File: config.mk
export PLATFORM = sky130hd
export DESIGN_NAME = sensor_sched
export DESIGN_NICKNAME = d
export VERILOG_FILES = /design/src/rtl/sensor_sched.sv
export SDC_FILE = /design/constraint.sdc
export NUM_CORES = 1
export LEC_CHECK = 0
export BUFFER_PORTS_ARGS = -buffer_cell sky130_fd_sc_hd__buf_2
export CORE_MARGIN = 2
export CORE_UTILIZATION = 59
export DETAILED_ROUTE_END_ITERATION = 7
export PLACE_DENSITY = 0.78
export SETUP_SLACK_MARGIN = 0.4
export SYNTH_ARGS = -nofsm -noshare
export SYNTH_HDL_FRONTEND = slang
export SYNTH_SLANG_ARGS = --single-unit
File: constraint.sdc
create_clock -name clk -period 2.4 [get_ports clk]
set_input_delay 0.72 -clock clk [delete_from_list [all_inputs] [get_ports clk]]
set_output_delay 0.72 -clock clk [all_outputs]
set_load 0.02 [all_outputs]
File: src/rtl/sensor_sched.sv
// sensor_sched: arbitrates SR04/DHT11 measurements with periodic scheduling, timeouts and report handshake
module sensor_sched #(
    parameter int TICK_CYCLES     = 100_000,
    parameter int SR04_PERIOD_MS  = 100,
    parameter int DHT_PERIOD_MS   = 2000,
    parameter int SR04_TIMEOUT_MS = 40,
    parameter int DHT_TIMEOUT_MS  = 30
) (
    input  logic       clk,
    input  logic       rst,
    input  logic       auto_en,
    input  logic       man_sr04,
    input  logic       man_dht,
    input  logic       clr_fault,
    output logic       sr04_start,
    input  logic       sr04_done,
    output logic       dht_start,
    input  logic       dht_done,
    input  logic       dht_valid,
    output logic       report_req,
    output logic       report_sel,
    input  logic       report_ack,
    output logic       busy,
    output logic [1:0] fault
);
    typedef enum logic [2:0] {IDLE, SR_START, SR_WAIT, DHT_START, DHT_WAIT, REPORT} state_t;
    localparam int TW   = $clog2(TICK_CYCLES + 1);
    localparam int SW   = $clog2(SR04_PERIOD_MS + 1);
    localparam int DW   = $clog2(DHT_PERIOD_MS + 1);
    localparam int TMAX = SR04_TIMEOUT_MS > DHT_TIMEOUT_MS ? SR04_TIMEOUT_MS : DHT_TIMEOUT_MS;
    localparam int OW   = $clog2(TMAX + 1);
    state_t state, state_n;
    logic [TW-1:0] tcnt;
    logic [SW-1:0] sr_per;
    logic [DW-1:0] dht_per;
    logic [OW-1:0] to_cnt;
    logic tick, sr_exp, dht_exp, timeout, pend_sr, pend_dht, last_dht, waiting;
    logic [1:0] fault_set;
    assign tick       = tcnt == TW'(TICK_CYCLES - 1);
    assign sr_exp     = auto_en && tick && sr_per == SW'(SR04_PERIOD_MS - 1);
    assign dht_exp    = auto_en && tick && dht_per == DW'(DHT_PERIOD_MS - 1);
    assign waiting    = state == SR_WAIT || state == DHT_WAIT;
    assign timeout    = tick && (state == SR_WAIT ? to_cnt == OW'(SR04_TIMEOUT_MS - 1)
                                                  : to_cnt == OW'(DHT_TIMEOUT_MS - 1));
    assign sr04_start = state == SR_START;
    assign dht_start  = state == DHT_START;
    assign report_req = state == REPORT;
    assign busy       = state != IDLE;
    always_ff @(posedge clk) begin
        if (rst) begin
            state      <= IDLE;
            tcnt       <= '0;
            sr_per     <= '0;
            dht_per    <= '0;
            to_cnt     <= '0;
            pend_sr    <= 1'b0;
            pend_dht   <= 1'b0;
            last_dht   <= 1'b1;
            report_sel <= 1'b0;
            fault      <= 2'b00;
        end else begin
            state      <= state_n;
            tcnt       <= tick ? '0 : tcnt + TW'(1);
            sr_per     <= (!auto_en || sr_exp) ? '0 : sr_per + SW'(tick);
            dht_per    <= (!auto_en || dht_exp) ? '0 : dht_per + DW'(tick);
            to_cnt     <= (sr04_start || dht_start) ? '0 : to_cnt + OW'(tick && waiting);
            // a request landing on the start cycle survives, giving one follow-up run
            pend_sr    <= (pend_sr && !sr04_start) || man_sr04 || sr_exp;
            pend_dht   <= (pend_dht && !dht_start) || man_dht || dht_exp;
            last_dht   <= sr04_start ? 1'b0 : dht_start ? 1'b1 : last_dht;
            report_sel <= (state_n == REPORT && state != REPORT) ? state == DHT_WAIT : report_sel;
            fault      <= (clr_fault ? 2'b00 : fault) | fault_set;
        end
    end
    always_comb begin
        state_n   = state;
        fault_set = 2'b00;
        case (state)
            IDLE:      state_n = (pend_sr && (!pend_dht || last_dht)) ? SR_START
                               : pend_dht ? DHT_START : IDLE;
            SR_START:  state_n = SR_WAIT;
            DHT_START: state_n = DHT_WAIT;
            SR_WAIT: begin
                state_n      = sr04_done ? REPORT : timeout ? IDLE : SR_WAIT;
                fault_set[0] = !sr04_done && timeout;
            end
            DHT_WAIT: begin
                state_n      = dht_done ? (dht_valid ? REPORT : IDLE) : timeout ? IDLE : DHT_WAIT;
                fault_set[1] = dht_done ? !dht_valid : timeout;
            end
            REPORT:    state_n = report_ack ? IDLE : REPORT;
            default:   state_n = IDLE;
        endcase
    end
endmodule

==> results of run 1 <==
layer usage:
metal | global-route usage | share of wire | up-vias
met2 | 0.3663 | 0.47 | 27
met3 | 0.03209 | 0.029 | 7
li1 | - | - | 957
met4 | 0.1020 | 0.017 | 0
met1 | 0.2610 | 0.48 | 863
met5 | 0 | 0 | -
cell usage in the layout, fill, tap and decap left out, types with 4 or more instances in the layout:
cell      instances
xnor2_1          11
and3_1            6
a21oi_1          12
nor3_1            4
buf_4             5
clkbuf_8          6
nor2_1           46
inv_1            12
xor2_1           19
nand2_1          13
dfxtp_4           5
nand3_1          12
nand4_1           9
buf_2            16
dfxtp_1          44
or3_1             4
cell type report:
class | instances | area [um2]
fill | 304 | 1055
timing repair buffer | 21 | 117.6
multi-input combinational | 193 | 1339
clock inverter | 2 | 17.52
tap | 48 | 60.06
inverter | 13 | 51.30
clock buffer | 6 | 82.58
sequential | 50 | 1021
worst reg2reg max path, stage by stage, from the launching register on:
cell     delay, ns
dfxtp_4       0.39
ha_4          0.15
and4_4        0.25
nand4_4       0.14
a21oi_2       0.14
ha_2          0.20
nand3_2       0.10
or3_1         0.32
a21oi_1       0.14
stage by stage:
step,worst slack (ns),instance area (um2)
2_1_floorplan,0.4101,2335
3_3_place_gp,0.2786,2447
3_5_place_dp,0.1803,2447
4_1_cts,0.3857,2592
5_1_grt,0.3804,2689
6_report,0.4506,2689
path summary, 6_finish.rpt:
check,startpoint,end,slack [ns],cells after the start
worst min register to register,tcnt[0]$_SDFF_PP0_,tcnt[0]$_SDFF_PP0_,0.47,1
worst min-delay path,tcnt[0]$_SDFF_PP0_,tcnt[0]$_SDFF_PP0_,0.47,1
worst max-delay path,state[2]$_SDFF_PP0_,busy,0.45,2
worst max register to register,tcnt[0]$_SDFF_PP0_,to_cnt[5]$_SDFF_PP0_,0.52,8
sequential cells by signal, indices dropped and copies added (netlist names):
name	count
dht_per	11
pend_dht	1
state	3
last_dht	1
sr_per	7
fault	2
to_cnt	6
pend_sr	1
report_sel	1
tcnt	17
cells by family (layout without fill, tap and decap cells):
logic type,after synthesis,in the layout,synth area share
AO/OA/AOI/OAI,25,25,0.06277
XOR/XNOR,30,30,0.1127
adder cells (fa/ha/maj),7,7,0.03755
buffers and inverters,20,42,0.03594
flip-flops,50,50,0.4292
multiplexers,1,1,0.004292
AND/OR/NAND/NOR,130,130,0.3176
timing repair:
action / in CTS / in global routing
setup buffers: 3 / 1
gates resized for setup: 12 / 20
endpoints found under the setup margin: 15 / 10
pin swaps: 1 / 2
power by group through the flow:
stage / Combinational, mW / Sequential (mW) / Clock, mW
2_1_floorplan: 0.112 / 0.878 / 0
3_3_place_gp: 0.128 / 0.895 / 0
3_5_place_dp: 0.130 / 0.897 / 0
4_1_cts: 0.133 / 0.881 / 0.532
5_1_grt: 0.159 / 0.891 / 0.563
6_report: 0.144 / 0.887 / 0.517
==> impl_metrics.csv, run 1 <==
group,metric,value,unit
run_status,status,"finished clean",
synthesis,netlist-cell-type-count,46,
worst_setup_path,worstPathRequired,1.68,ns
global_routing,grt_pass1_vias,1722,
synthesis,synthTopCellsByArea,"dfxtp_1 43%, nor2_1 7.6%, xor2_1 7.1%, xnor2_1 4.1%, ha_1 3.8%",
cts,tritoncts,"yes",
cells_and_area,area_delta_synth_final,15.29,%
drt,ant_nets,0,
timing,worst_pin_slew,0.5140,ns
power_and_ir_drop,p_leak,1.015,nW
timing,finalCriticalPeriod,1.949,ns
drt,viasPerCell,5.568,
power_and_ir_drop,total_power,1.547,mW
drt,detail_route.wl_per_cell,13.45,um
drt,dr.first_iter.drc_count,83,
global_routing,grt_usage,0.2139,
timing,finalHoldViolCount,0,
cts,cts_buffers,5,
job,cap_viol_max_count,0,
power_and_ir_drop,p_per_area,575.5,nW/um2
drt,wl,4480,um
worst_hold_path,min_path_type,"reg2reg",
synthesis,yosysMostFrequentCell,"dfxtp_1",
worst_setup_path,crit_path_max_fanout,12,
timing,fin_skew,0.007108,ns
synthesis,syn_area_per_cell,8.868,um2
synthesis,synthTopCellsByCount,"50 x dfxtp_1, 47 x nor2_1, 19 x xor2_1, 14 x nand3_1",
drt,num_vias,1854,
synthesis,synth_ff_type,"dfxtp_1",
power_and_ir_drop,pwr-share-comb,0.093,
global_routing,antenna_found_initial,0,
power_and_ir_drop,intPower,1.158,mW
worst_setup_path,crit_path_end_kind,"output port",
floorplan,coreArea,3744,um2
drt,drc,0,
floorplan,fp.dieH,66.87,um
timing,hold_slack,0.4689,ns
global_routing,grt_pass1_wl,7307,um
floorplan,start_util,0.6230,
cells_and_area,final_nets,301,
worst_setup_path,critPathBufInv,1,
timing,finalSetupViolCount,0,
power_and_ir_drop,vdd_ir_drop_max,0.0003984,V
floorplan,boundaryPins,17,
cts,htree_levels,2,
worst_setup_path,crit_chain,"or3_1 > buf_2",
synthesis,synth_top_area_share,0.4292,
synthesis,syn_nets,280,
floorplan,rows,22,
cells_and_area,drive_above_1_share,0.2140,
global_routing,grt_start_max_net_pins,17,
synthesis,synth_edf_count,0,
cells_and_area,antenna_cells,0,
cells_and_area,final_core_util,0.7182,
place,placed_cells,321,
cts,cts-root-buf,"clkbuf_8",
synthesis,yosysWarnings,0,
power_and_ir_drop,p_clk_frac,0.334,
drt,dr.pass1.iters,4,
timing,tns,0,ns
place,dp_hpwl,3037,um
floorplan,die_area,4472,um2
timing,finalMaxSlewViolations,0,
synthesis,async_reset_ff_frac,0,
power_and_ir_drop,p_switching,0.3894,mW
worst_setup_path,critPathTopFamily,"flip-flops",
place,io_buffer_count,16,
synthesis,netlist_area,2332,um2
floorplan,die_w,66.87,um
synthesis,synth_cells,263,
synthesis,yosysTopAreaCell,"dfxtp_1",
cts,hold_buffers,0,
worst_setup_path,slowest_delay,0.40,ns
worst_setup_path,cp_slowest_cell,"dfxtp_4",
worst_setup_path,crit_type,"reg2out",
timing,fmaxAchievable,0.5130,GHz
timing,grt_setup_unrepaired,"true",
place,place.gp.congestion,0.8637,
global_routing,grt_overflow_total,0,
cts,clock-sinks,50,
cts,clk-insertion-delay-late,0.30,ns
worst_setup_path,arrival,1.23,ns
cts,cts.path.max_buffers,2,
synthesis,ys_seq_area_frac,0.4292,
cts,clkTransAtPathRegs,0.09,ns
worst_setup_path,critPathLaunchType,"register",
timing,max_slew_margin,0.6550,
power_and_ir_drop,p_seq_frac,0.573,
cells_and_area,final_cells,333,
power_and_ir_drop,switching_share,0.2516,
synthesis,synth_seq_cells,50,
timing,fin_crit_sh,0.8123,
Power figures use the tool's default switching activity.
==> inputs of run 2 (changes only) <==
clock period = 2 ns   (was 2.4 ns; I/O delays follow)
==> impl_metrics.csv, run 2 (synthesis results as in run 1) <==
group,metric,value,unit
run_status,status,"finished clean",
floorplan,die_w,66.87,um
cells_and_area,regMostFlops,"tcnt",
worst_setup_path,critPathTopFamily,"simple AND/OR/NAND/NOR gates",
global_routing,grt_usage,0.2686,
floorplan,die_area,4472,um2
cts,clock-sinks,50,
cells_and_area,final_cells,359,
worst_setup_path,critPathLaunchType,"register",
cells_and_area,top_regs,"tcnt x17, dht_per x11, sr_per x7",
floorplan,start_util,0.6230,
power_and_ir_drop,total_power,1.892,mW
cells_and_area,largest_reg_flops,17,
worst_setup_path,arrival,2.13,ns
floorplan,coreArea,3744,um2
cells_and_area,final_nets,328,
worst_hold_path,min_path_type,"reg2reg",
floorplan,boundaryPins,17,
timing,fin_crit_sh,0.9462,
cts,tritoncts,"yes",
global_routing,antenna_found_initial,0,
worst_setup_path,crit_top_cell,"a21oi_2",
cts,clk-insertion-delay-late,0.30,ns
drt,wl,5906,um
drt,dr.pass1.iters,5,
timing,fin_skew,0.008796,ns
worst_setup_path,crit_path_end_kind,"register",
timing,hold_slack,0.4608,ns
power_and_ir_drop,vdd_ir_drop_max,0.0004689,V
power_and_ir_drop,intPower,1.409,mW
cells_and_area,antenna_cells,0,
place,placed_cells,330,
timing,finalMaxSlewViolations,0,
drt,viasPerCell,5.747,
cells_and_area,final_common_cell,"nor2_1",
worst_setup_path,critPathBufInv,0,
timing,grt_setup_unrepaired,"true",
cts,cts-root-buf,"clkbuf_8",
timing,fmaxAchievable,0.5284,GHz
cells_and_area,fillers,202,
global_routing,grt_pass1_vias,1996,
power_and_ir_drop,p_switching,0.4833,mW
power_and_ir_drop,pwr-share-comb,0.152,
worst_setup_path,crit_chain,"nor4b_4 > nand4_4 > a21oi_2 > ha_2 > nand3_2 > or3_4 > a21oi_2",
place,dpl_worst_slack,0.1181,ns
worst_setup_path,cp_slowest_cell,"dfxtp_4",
global_routing,grt_start_max_net_pins,15,
timing,setup_ws,0.1076,ns
cts,cts.path.max_buffers,2,
cts,htree_levels,2,
power_and_ir_drop,p_clk_frac,0.296,
place,dp_hpwl,3311,um
drt,dr.first_iter.drc_count,123,
timing,finalHoldViolCount,0,
power_and_ir_drop,p_per_area,597.7,nW/um2
drt,ant_nets,0,
global_routing,grt_pass1_wl,9108,um
floorplan,rows,22,
cts,hold_buffers,0,
power_and_ir_drop,p_leak,1.183,nW
floorplan,fp.dieH,66.87,um
worst_setup_path,slowest_delay,0.37,ns
cells_and_area,drive_above_1_share,0.3891,
worst_setup_path,crit_type,"reg2reg",
global_routing,grt_overflow_total,0,
timing,finalCriticalPeriod,1.892,ns
timing,max_slew_margin,0.7383,
place,place.gp.congestion,0.8670,
worst_setup_path,crit_path_max_fanout,4,
place,io_buffer_count,16,
cts,clkTransAtPathRegs,0.09,ns
timing,worst_pin_slew,0.3910,ns
drt,num_vias,2063,
worst_setup_path,worstPathRequired,2.24,ns
power_and_ir_drop,switching_share,0.2554,
power_and_ir_drop,p_seq_frac,0.552,
cts,cts_buffers,5,
cells_and_area,final_cell_mix,"44 x nor2_1, 38 x dfxtp_1, 19 x buf_6, 17 x xor2_1, 16 x buf_4",
timing,finalSetupViolCount,0,
job,cap_viol_max_count,0,
cells_and_area,area_delta_synth_final,35.73,%
drt,detail_route.wl_per_cell,16.45,um
drt,drc,0,
## run 2: power by group through the flow
stage | Clock, mW | Sequential [mW] | Combinational, mW
after floorplan | 0 | 1.06 | 0.141
after global placement | 0 | 1.06 | 0.194
after detailed placement | 0 | 1.06 | 0.198
after CTS | 0.566 | 1.04 | 0.242
after global routing | 0.611 | 1.05 | 0.307
final | 0.560 | 1.04 | 0.288
## run 2: worst paths after layout
check	from	endpoint	slack (ns)	cells past startpoint
worst max-delay path	tcnt[8]$_SDFF_PP0_	to_cnt[5]$_SDFF_PP0_	0.11	7
worst min-delay path	fault[0]$_SDFF_PP0_	fault[0]$_SDFF_PP0_	0.46	2
worst max register to register	tcnt[8]$_SDFF_PP0_	to_cnt[5]$_SDFF_PP0_	0.11	7
worst min register to register	fault[0]$_SDFF_PP0_	fault[0]$_SDFF_PP0_	0.46	2
## run 2: area by class of cell
cell class                      instances  area [um2]  share of cell area
Tap cell                               48       60.06             0.01897
Inverter                               13       51.30             0.01621
Clock buffer                            6       72.57             0.02292
Sequential cell                        50        1028              0.3249
Clock inverter                          1       7.507            0.002372
Multi-Input combinational cell        193        1536              0.4854
Timing Repair Buffer                   48       409.1              0.1292
## run 2: tightest hold or removal path: cells and delay by family (launching register included)
kind,cells,cell delay (ns)
AO/OA/AOI/OAI,1,0.05
AND/OR/NAND/NOR,1,0.05
flip-flops,1,0.32
## run 2: what timing repair did
item / CTS / global route
hold endpoints to repair: 0 / 0
setup endpoints to repair: 44 / 35
resized for setup: 54 / 31
pin swaps: 9 / 14
gates cloned: 1 / 0
buffers inserted: 11 / 10
## run 2: routing by layer
| metal | part of all wire | track usage | up-vias |
|---|---|---|---|
| li1 | - | - | 1002 |
| met1 | 0.42 | 0.3358 | 971 |
| met2 | 0.50 | 0.4650 | 70 |
| met3 | 0.044 | 0.04730 | 20 |
| met4 | 0.031 | 0.08929 | 0 |
| met5 | 0 | 0 | - |
## run 2: metrics by stage
stage          TNS (ns)  area, um2  utilization
2_1_floorplan         0       2426            -
3_3_place_gp          0       2600       0.6945
3_5_place_dp          0       2600       0.6945
4_1_cts               0       2972       0.7938
5_1_grt        -0.01684       3166       0.8456
6_report              0       3166       0.8456
==> inputs of run 3 (changes only) <==
CORE_MARGIN = default   (was 2)
CORE_UTILIZATION = 62   (was 59)
CTS_BUF_LIST = sky130_fd_sc_hd__clkbuf_4 sky130_fd_sc_hd__clkbuf_8   (was default)
PLACE_DENSITY = 0.82   (was 0.78)
==> impl_metrics.csv, run 3 <==
group,metric,value,unit
run_status,status,"did not finish",
run_status,lastStage,"5_1_grt",
run_status,tool.error,"[ERROR DPL-0033] detailed placement checks failed during check placement.",
synthesis,netlist_area,2332,um2
synthesis,syn_nets,280,
place,dp_hpwl,3315,um
floorplan,die_w,63.33,um
synthesis,yosysMostFrequentCell,"dfxtp_1",
global_routing,antenna_found_initial,0,
timing,worstEpCategory,"register input",
synthesis,ys_seq_area_frac,0.4292,
cts,cts_buffers,5,
floorplan,rows,21,
cts,htree_levels,2,
synthesis,synth_seq_cells,50,
synthesis,syn_area_per_cell,8.868,um2
global_routing,grt_start_max_net_pins,16,
cts,cts-root-buf,"clkbuf_8",
place,io_buffer_count,16,
synthesis,yosysWarnings,0,
synthesis,synth_cells,263,
synthesis,synth_ff_type,"dfxtp_1",
synthesis,async_reset_ff_frac,0,
floorplan,boundaryPins,17,
floorplan,fp.dieH,63.33,um
synthesis,netlist-cell-type-count,46,
cts,clock-sinks,50,
synthesis,synthTopCellsByCount,"50 x dfxtp_1, 47 x nor2_1, 19 x xor2_1, 14 x nand3_1",
place,place.gp.congestion,0.8496,
cts,hold_buffers,0,
synthesis,yosysTopAreaCell,"dfxtp_1",
synthesis,synth_edf_count,0,
cts,cts.path.max_buffers,2,
floorplan,start_util,0.6724,
synthesis,synthTopCellsByArea,"dfxtp_1 43%, nor2_1 7.6%, xor2_1 7.1%, xnor2_1 4.1%, ha_1 3.8%",
synthesis,synth_top_area_share,0.4292,
timing,postGrtWorstEndpoint,"to_cnt[5]$_SDFF_PP0_/D",
-- run 3: cells by family after synthesis --
| family | after synthesis | synth area share |
|---|---|---|
| buffers and inverters | 20 | 0.03594 |
| AO/OA/AOI/OAI | 25 | 0.06277 |
| flip-flops | 50 | 0.4292 |
| AND/OR/NAND/NOR | 130 | 0.3176 |
| multiplexers | 1 | 0.004292 |
| XOR/XNOR | 30 | 0.1127 |
| adder cells (fa/ha/maj) | 7 | 0.03755 |
-- run 3: per-stage QoR --
step | util | hold WS (ns) | instance area (um2) | setup slack (ns) | instances
after floorplan | - | 0.4436 | 2426 | 0.1591 | 263
after global placement | 0.7468 | 0.4446 | 2590 | 0.1572 | 327
after detailed placement | 0.7468 | 0.4570 | 2590 | 0.08447 | 327
after CTS | 0.8947 | 0.4688 | 3103 | 0.1099 | 355
-- run 3: what timing repair did --
action	in CTS
cloned	2
resized for setup	64
buffers inserted	19
pin swaps	15
setup endpoints to repair	45
==> inputs of run 4 (changes only) <==
CORE_UTILIZATION = 40   (was 62)
CTS_BUF_LIST = default   (was sky130_fd_sc_hd__clkbuf_4 sky130_fd_sc_hd__clkbuf_8)
PLACE_DENSITY = default   (was 0.82)
PLACE_DENSITY_LB_ADDON = 0.15   (was default)
SETUP_SLACK_MARGIN = default   (was 0.4)
==> impl_metrics.csv, run 4 (synthesis results as in run 1) <==
group,metric,value,unit
run_status,status,"finished clean",
worst_setup_path,critPathBufInv,2,
cts,cts-root-buf,"clkbuf_8",
timing,setup_ws,0.08133,ns
cts,clock-sinks,50,
worst_setup_path,crit_path_max_fanout,10,
worst_setup_path,crit_path_end_kind,"output port",
global_routing,grt_start_max_net_pins,16,
drt,dr.pass1.iters,4,
global_routing,grt_usage,0.1567,
floorplan,boundaryPins,17,
drt,wl,4428,um
timing,fin_skew,0.01136,ns
timing,fmaxAchievable,0.5212,GHz
worst_setup_path,arrival,1.32,ns
floorplan,die_area,6140,um2
cts,clk-insertion-delay-late,0.30,ns
worst_setup_path,worstPathRequired,1.40,ns
place,dpl_worst_slack,0.07244,ns
timing,worst_pin_slew,0.3312,ns
cts,htree_levels,2,
place,place.gp.congestion,0.7910,
drt,detail_route.wl_per_cell,11.78,um
drt,ant_nets,0,
cells_and_area,drive_above_1_share,0.2303,
cells_and_area,final_cell_mix,"48 x dfxtp_1, 47 x nor2_1, 24 x buf_4, 19 x xor2_1, 16 x buf_2",
cts,clkTransAtPathRegs,0.09,ns
job,cap_viol_max_count,0,
drt,drc,0,
global_routing,grt_pass1_wl,7693,um
timing,tns,0,ns
global_routing,grt_pass1_vias,1724,
place,dpl_cell_area,2643,um2
timing,fin_crit_sh,0.9593,
worst_setup_path,slowest_delay,0.37,ns
timing,max_slew_margin,0.7761,
cells_and_area,largest_reg_flops,17,
cells_and_area,top_regs,"tcnt x17, dht_per x11, sr_per x7",
global_routing,grt_overflow_total,0,
cells_and_area,final_common_cell,"dfxtp_1",
worst_hold_path,min_path_type,"reg2reg",
worst_setup_path,critPathTopFamily,"simple AND/OR/NAND/NOR gates",
power_and_ir_drop,vdd_ir_drop_max,0.0004253,V
drt,dr.first_iter.drc_count,61,
timing,finalSetupViolCount,0,
floorplan,fp.dieH,78.36,um
timing,finalHoldViolCount,0,
worst_setup_path,cp_slowest_cell,"or3_1",
floorplan,die_w,78.36,um
timing,finalCriticalPeriod,1.919,ns
timing,hold_slack,0.4597,ns
power_and_ir_drop,p_leak,1.112,nW
place,io_buffer_count,16,
cts,cts_buffers,5,
drt,viasPerCell,4.936,
worst_setup_path,crit_chain,"buf_4 > or3_1 > buf_2",
timing,finalMaxSlewViolations,0,
cts,cts.path.max_buffers,2,
floorplan,coreArea,5574,um2
worst_setup_path,critPathLaunchType,"register",
floorplan,start_util,0.4184,
drt,num_vias,1856,
cells_and_area,final_nets,320,
cells_and_area,antenna_cells,0,
cells_and_area,fin_area,2796,um2
timing,grt_setup_unrepaired,"true",
power_and_ir_drop,p_per_area,699.9,nW/um2
worst_setup_path,crit_type,"reg2out",
place,dp_hpwl,3235,um
cells_and_area,area_delta_synth_final,19.90,%
floorplan,rows,27,
cts,tritoncts,"yes",
cells_and_area,regMostFlops,"tcnt",
global_routing,antenna_found_initial,0,
==> run 4: cell type report <==
class	count	area, um2
fillers	552	2778
clock buffers	6	72.57
repair buffers	40	260.3
flip-flops and latches	50	1003
clock inverters	2	37.54
inverters	13	48.80
well taps	72	90.09
multi-input cells	193	1284
==> run 4: power breakdown <==
part | switching, mW | total (mW) | internal [mW]
clock | 0.326 | 0.700 | 0.373
sequential | 0.0153 | 1.03 | 1.02
combinational | 0.118 | 0.224 | 0.106
==> run 4: path summary, 6_finish.rpt <==
path	startpoint	end	slack, ns	cells past startpoint
worst min register to register	fault[0]$_SDFF_PP0_	fault[0]$_SDFF_PP0_	0.46	2
worst min-delay path	fault[0]$_SDFF_PP0_	fault[0]$_SDFF_PP0_	0.46	2
worst max register to register	tcnt[8]$_SDFF_PP0_	sr_per[6]$_SDFF_PP0_	0.13	9
worst max-delay path	state[2]$_SDFF_PP0_	busy	0.08	3
==> run 4: metal layers <==
| metal | share of wire | GRT usage | up-vias |
|---|---|---|---|
| li1 | - | - | 988 |
| met1 | 0.52 | 0.2075 | 839 |
| met2 | 0.45 | 0.2544 | 27 |
| met3 | 0.028 | 0.03605 | 2 |
| met4 | 0.0070 | 0.04444 | 0 |
| met5 | 0 | 0 | - |
==> run 4: metrics by stage <==
stage	utilization	power, mW	std cells
final	0.5017	1.957	376
after global routing	0.5017	2.054	376
after CTS	0.4947	1.988	375
after detailed placement	0.4741	1.273	367
after global placement	0.4741	1.271	367
after floorplan	-	1.188	263
==> run 4: timing repair <==
item / in CTS / in global routing
hold buffers: 0 / 0
resized for setup: 2 / 9
setup endpoints to repair: 1 / 8
pin swaps: 0 / 2
setup buffers: 0 / 1
hold endpoints to repair: 0 / 0
==> run 4: worst reg2reg max path: cells and delay by family (launching register included) <==
family,cells,cell delay (ns)
xor gates and xnor gates,1,0.13
DFF,1,0.36
and+or+nand+nor,5,0.82
buffers and inverters,1,0.12
adders and majority gates,2,0.36
